File: src/rtl/irq_controller.sv
`default_nettype none
// ============================================================================
//  Module   : irq_controller
//  Purpose  : Prioritised interrupt controller in front of the multi-cycle CPU
//             control unit. Edge-detects N_IRQ maskable lines and one NMI line,
//             latches them as pending, and presents at most one maskable
//             request at a time. Handlers never nest: a new request is only
//             arbitrated after the previous one has been acknowledged and
//             closed with an end-of-interrupt.
//  Ports    :
//    clk, rst          - clock, synchronous active-high reset
//    irq[N_IRQ]        - maskable requests, rising-edge sensitive
//    nmi               - non-maskable request, rising-edge sensitive
//    mask_we/mask_wdata- mask register write port (1 = masked)
//    int_ack, nmi_ack  - service-entry pulses from the control unit
//    eoi               - end-of-interrupt pulse from the handler
//    int_req, nmi_req  - requests to the control unit
//    int_vec           - index presented / in service
//    pending, mask     - register readback
//    in_service        - a maskable handler is active
//  Revision : 1.0 - initial release
// ============================================================================
module irq_controller #(
  parameter int N_IRQ = 8,
  parameter int VEC_W = 3
) (
  input  logic             clk,
  input  logic             rst,
  input  logic [N_IRQ-1:0] irq,
  input  logic             nmi,
  input  logic             mask_we,
  input  logic [N_IRQ-1:0] mask_wdata,
  input  logic             int_ack,
  input  logic             nmi_ack,
  input  logic             eoi,
  output logic             int_req,
  output logic             nmi_req,
  output logic [VEC_W-1:0] int_vec,
  output logic [N_IRQ-1:0] pending,
  output logic [N_IRQ-1:0] mask,
  output logic             in_service
);

  typedef enum logic [1:0] {
    IDLE    = 2'd0,
    REQ     = 2'd1,
    SERVICE = 2'd2
  } state_t;

  state_t           state;
  state_t           state_next;

  logic [N_IRQ-1:0] irq_q;
  logic             nmi_q;
  logic             nmi_pend;
  logic [N_IRQ-1:0] rise;
  logic             nmi_rise;
  logic [N_IRQ-1:0] avail;
  logic [VEC_W-1:0] arb_idx;
  logic             vec_load;
  logic             ack_ok;
  logic [N_IRQ-1:0] clr;

  assign rise     = irq & ~irq_q;
  assign nmi_rise = nmi & ~nmi_q;
  assign avail    = pending & ~mask;

  // An ack is only honoured while the request is actually visible; a pending
  // NMI hides int_req, so an ack in that window must not consume the request.
  assign ack_ok = (state == REQ) && int_ack && !nmi_pend;
  assign clr    = ack_ok ? (N_IRQ'(1) << int_vec) : '0;

  // Lowest index wins: scan from the top so the last hit is the smallest.
  always_comb begin
    arb_idx = '0;
    for (int i = N_IRQ - 1; i >= 0; i--) begin
      if (avail[i]) begin
        arb_idx = VEC_W'(i);
      end
    end
  end

  // Edge detectors load the live inputs during reset so lines already high
  // at reset release do not register as new edges.
  always_ff @(posedge clk) begin
    irq_q <= irq;
    nmi_q <= nmi;
  end

  always_ff @(posedge clk) begin
    if (rst) begin
      pending  <= '0;
      nmi_pend <= 1'b0;
      mask     <= '1;
    end else begin
      // Clear first, then set, so a fresh edge on the acknowledged line wins.
      pending  <= (pending & ~clr) | rise;
      nmi_pend <= nmi_rise | (nmi_pend & ~nmi_ack);
      if (mask_we) begin
        mask <= mask_wdata;
      end
    end
  end

  always_ff @(posedge clk) begin
    if (rst) begin
      state   <= IDLE;
      int_vec <= '0;
    end else begin
      state <= state_next;
      if (vec_load) begin
        int_vec <= arb_idx;
      end
    end
  end

  always_comb begin
    state_next = state;
    vec_load   = 1'b0;
    case (state)
      IDLE: begin
        // Arbitration is deferred while an NMI is outstanding.
        if ((avail != '0) && !nmi_pend) begin
          vec_load   = 1'b1;
          state_next = REQ;
        end
      end
      REQ: begin
        if (ack_ok) begin
          state_next = SERVICE;
        end
      end
      SERVICE: begin
        if (eoi) begin
          state_next = IDLE;
        end
      end
      default: begin
        state_next = IDLE;
      end
    endcase
  end

  assign int_req    = (state == REQ) && !nmi_pend;
  assign nmi_req    = nmi_pend;
  assign in_service = (state == SERVICE);

endmodule
`default_nettype wire
File: config.mk
export PLATFORM = sky130hd
export DESIGN_NAME = irq_controller
export DESIGN_NICKNAME = d
export VERILOG_FILES = /design/src/rtl/irq_controller.sv
export SDC_FILE = /design/constraint.sdc
export NUM_CORES = 1
export LEC_CHECK = 0
export BUFFER_PORTS_ARGS = -buffer_cell sky130_fd_sc_hd__buf_2
export CORE_MARGIN = 4
export CORE_UTILIZATION = 30
export CTS_CLUSTER_DIAMETER = 200
export DETAILED_ROUTE_END_ITERATION = 6
export SLEW_MARGIN = 10
export SYNTH_ARGS = -nofsm -noshare
export SYNTH_HDL_FRONTEND = slang
export SYNTH_SLANG_ARGS = --single-unit
File: constraint.sdc
create_clock -name clk -period 2.9 [get_ports clk]
set_clock_uncertainty 0.2 [all_clocks]
set_input_delay 0.29 -clock clk [delete_from_list [all_inputs] [get_ports clk]]
set_output_delay 0.29 -clock clk [all_outputs]
set_load 0.01 [all_outputs]
==> impl_metrics.csv <==
group,metric,value,unit
synth,yosys.area_share.simple,24.8,%
die,start_util,30.8,%
die,ios,45,
synth,ys_seq_elements,31,
global_routing,antenna_found_initial,0,
placed_design,place.gp.congestion,0.782,
synth,synth_cells,122,
die,die_h,72.1,um
sta,worst_slew_pin_slew,0.426,ns
sta,min_period,1.64,ns
finish,drive_gt1_share,32.8,%
setup_path,worstPathArrival,1.15,ns
sta,maxSlewHeadroom,71.6,%
setup_path,critPathMaxStageDelay,0.47,ns
global_routing,grt_pass1_wl,5.03,mm
synth,ys.flop_type,"dfxtp_1",
die,die_w,72.1,um
synth,syn_area_per_cell,10.1,um^2
global_routing,grt.overflow.total,0,
synth,synth_mux_area_share,0,%
finish,nFillCells,397,
sta,fin_tns_setup,0,ns
sta,finalMaxSlewViolations,0,
routing,dr.pass1.iters,4,
synth,synth_edf_count,0,
pwr,power_density,572,nW/um^2
setup_path,cp_slowest_cell,"dfxtp_1",
die,die_area,5200,um^2
finish,n_antenna_cell,0,
finish,multi_input_area,588,um^2
synth,yosysSeqAreaShare,50.4,%
synth,synth_area,1230,um^2
run_status,status,"finished, final reports clean",
clock_network,path_clk_slew,0.07,ns
sta,rsz0062_at_grt,"no",
placed_design,portBuffers,44,
synth,synth.area.top_cells,"dfxtp_1 50%, nand2b_1 8.1%, nor2b_1 6.1%",
clock_network,numCtsBuffers,5,
setup_path,startpoint_type,"flop",
synth,yosysTopAreaCellShare,50.4,%
setup_path,worstPathCellList,"nor2_2 -> and2_1 -> buf_2",
die,core,4000,um^2
synth,ys_types,30,
setup_path,cp-end-kind,"primary output",
global_routing,grt_pass1_vias,1130,
clock_network,clockBufferDepth,2,
finish,syn_to_final_growth,37.2,%
synth,synth-async-reset-ratio,0,%
sta,final.setup.worst_slack,1.26,ns
pwr,ir_drop,0.287,mV
sta,fmax,0.610,GHz
finish,fin_nets,203,
synth,synth_warnings,0,
flow_run,cap_viol_max_count,0,
clock_network,cts_tree,"yes",
finish,final_core_util,42.3,%
clock_network,clock_latency,0.28,ns
finish,fin_area,1690,um^2
clock_network,cts.sinks,31,
synth,synth_compound_area_share,22.9,%
setup_path,crit_required,2.41,ns
routing,routedWlPerCell,13.1,um
synth,synthXorXnorAreaFrac,0,%
pwr,leakagePower,0.728,nW
sta,setup_viol,0,
setup_path,path_class,"reg -> out",
placed_design,dp_hpwl,2.28,mm
routing,drc,0,
routing,vias,1103,
routing,ant_nets,0,
worst_hold_path,hold_path_class,"in -> reg",
synth,yosys.area_share.adder,0,%
synth,synthTopCellsByCount,"31 x dfxtp_1, 16 x nand2b_1, 12 x nor2b_1, 11 x a21oi_1",
setup_path,path_max_fanout,6,
routing,wl,3.01,mm
sta,min_period_over_period,56.5,%
synth,synth_top_family_by_area,"simple AND/OR/NAND/NOR gates",
synth,syn_nets,145,
clock_network,h-tree-depth,2,
synth,yosysTopAreaCell,"dfxtp_1",
placed_design,pre_cts_slack,1.47,ns
clock_network,cts_resized,0,
clock_network,root_buffer,"clkbuf_8",
routing,drt_iter0_drc,26,
sta,finalHoldViolCount,0,
global_routing,grt_max_degree,24,
routing,via_per_inst,4.80,
global_routing,track_usage,12.6,%
finish,seq_area,621,um^2
placed_design,postPlaceCellArea,1500,um^2
die,rows,23,
synth,synth_most_common_cell,"dfxtp_1",
[metrics by stage]
step | std cells | hold slack (ns) | total power [W]
6_report | 230 | 0.0155 | 0.000967
5_1_grt | 230 | 0.00428 | 0.00102
4_1_cts | 230 | 0.00170 | 0.000985
3_5_place_dp | 213 | 0.211 | 0.000628
3_3_place_gp | 213 | 0.208 | 0.000624
2_1_floorplan | 122 | 0.118 | 0.000569
[per-layer routing]
metal | up-vias | part of all wire, % | GRT usage [%]
met5 | - | 0 | 0
met4 | 0 | 0.70 | 5.64
met3 | 4 | 6.1 | 4.43
met2 | 33 | 50 | 21.3
met1 | 512 | 43 | 14.1
li1 | 554 | - | -
[where the power goes]
group	internal [W]	total [W]	switching (W)
Combinational	0.0000749	0.000143	0.0000677
Clock	0.000186	0.000339	0.000153
Sequential	0.000455	0.000485	0.0000293
[cells in the final DEF, fill, tap and decap left out, drive strengths merged, types with 2 or more instances in the layout]
cell type,synthesis,final
nand2,2,2
clkbuf,1,6
o21ai,9,9
buf,2,44
nor2b,12,12
a211oi,3,3
inv,3,3
nor2,5,5
dlygate4sd3,0,10
a21oi,11,11
a211o,8,8
nand4,3,3
o31ai,2,2
dfxtp,31,31
nand2b,20,20
[area by class of cell]
cell class | instances | share of cell area (%)
well taps | 50 | 3.70
inverters | 3 | 0.666
multi-input cells | 85 | 34.8
clock buffers | 6 | 4.89
flip-flops and latches | 31 | 36.7
clock inverters | 1 | 0.296
repair buffers | 54 | 18.9
[cells by family after synthesis]
group                  Yosys count
flip-flops                      31
AO/OA/AOI/OAI                   39
buffers and inverters            6
AND/OR/NAND/NOR                 46
[sequential cells by signal (all words and copies together), names as in the netlist]
register,count
mask,8
state,2
nmi_req,1
nmi_q,1
pending,8
irq_q,8
int_vec,3
[final timing paths]
check        slack, ns    endpoint     startpoint  cells after the start
max               1.26     int_req        nmi_req                      3
min               0.02     mask[0]  mask_wdata[0]                      2
max reg2reg       1.47  pending[1]        nmi_req                      4
min reg2reg       0.29  pending[3]       irq_q[3]                      2
[repair_timing]
action	4_1_cts	5_1_grt
endpoints found under the hold margin	10	0
hold buffers	10	0
setup buffers	0	0
[critical path, delay by kind of cell, from the launching register on]
kind	cells	cell delay, ns
DFF	1	0.47
buffers and inverters	1	0.13
and+or+nand+nor	2	0.26
No activity file was read; power rests on OpenSTA's default activity.
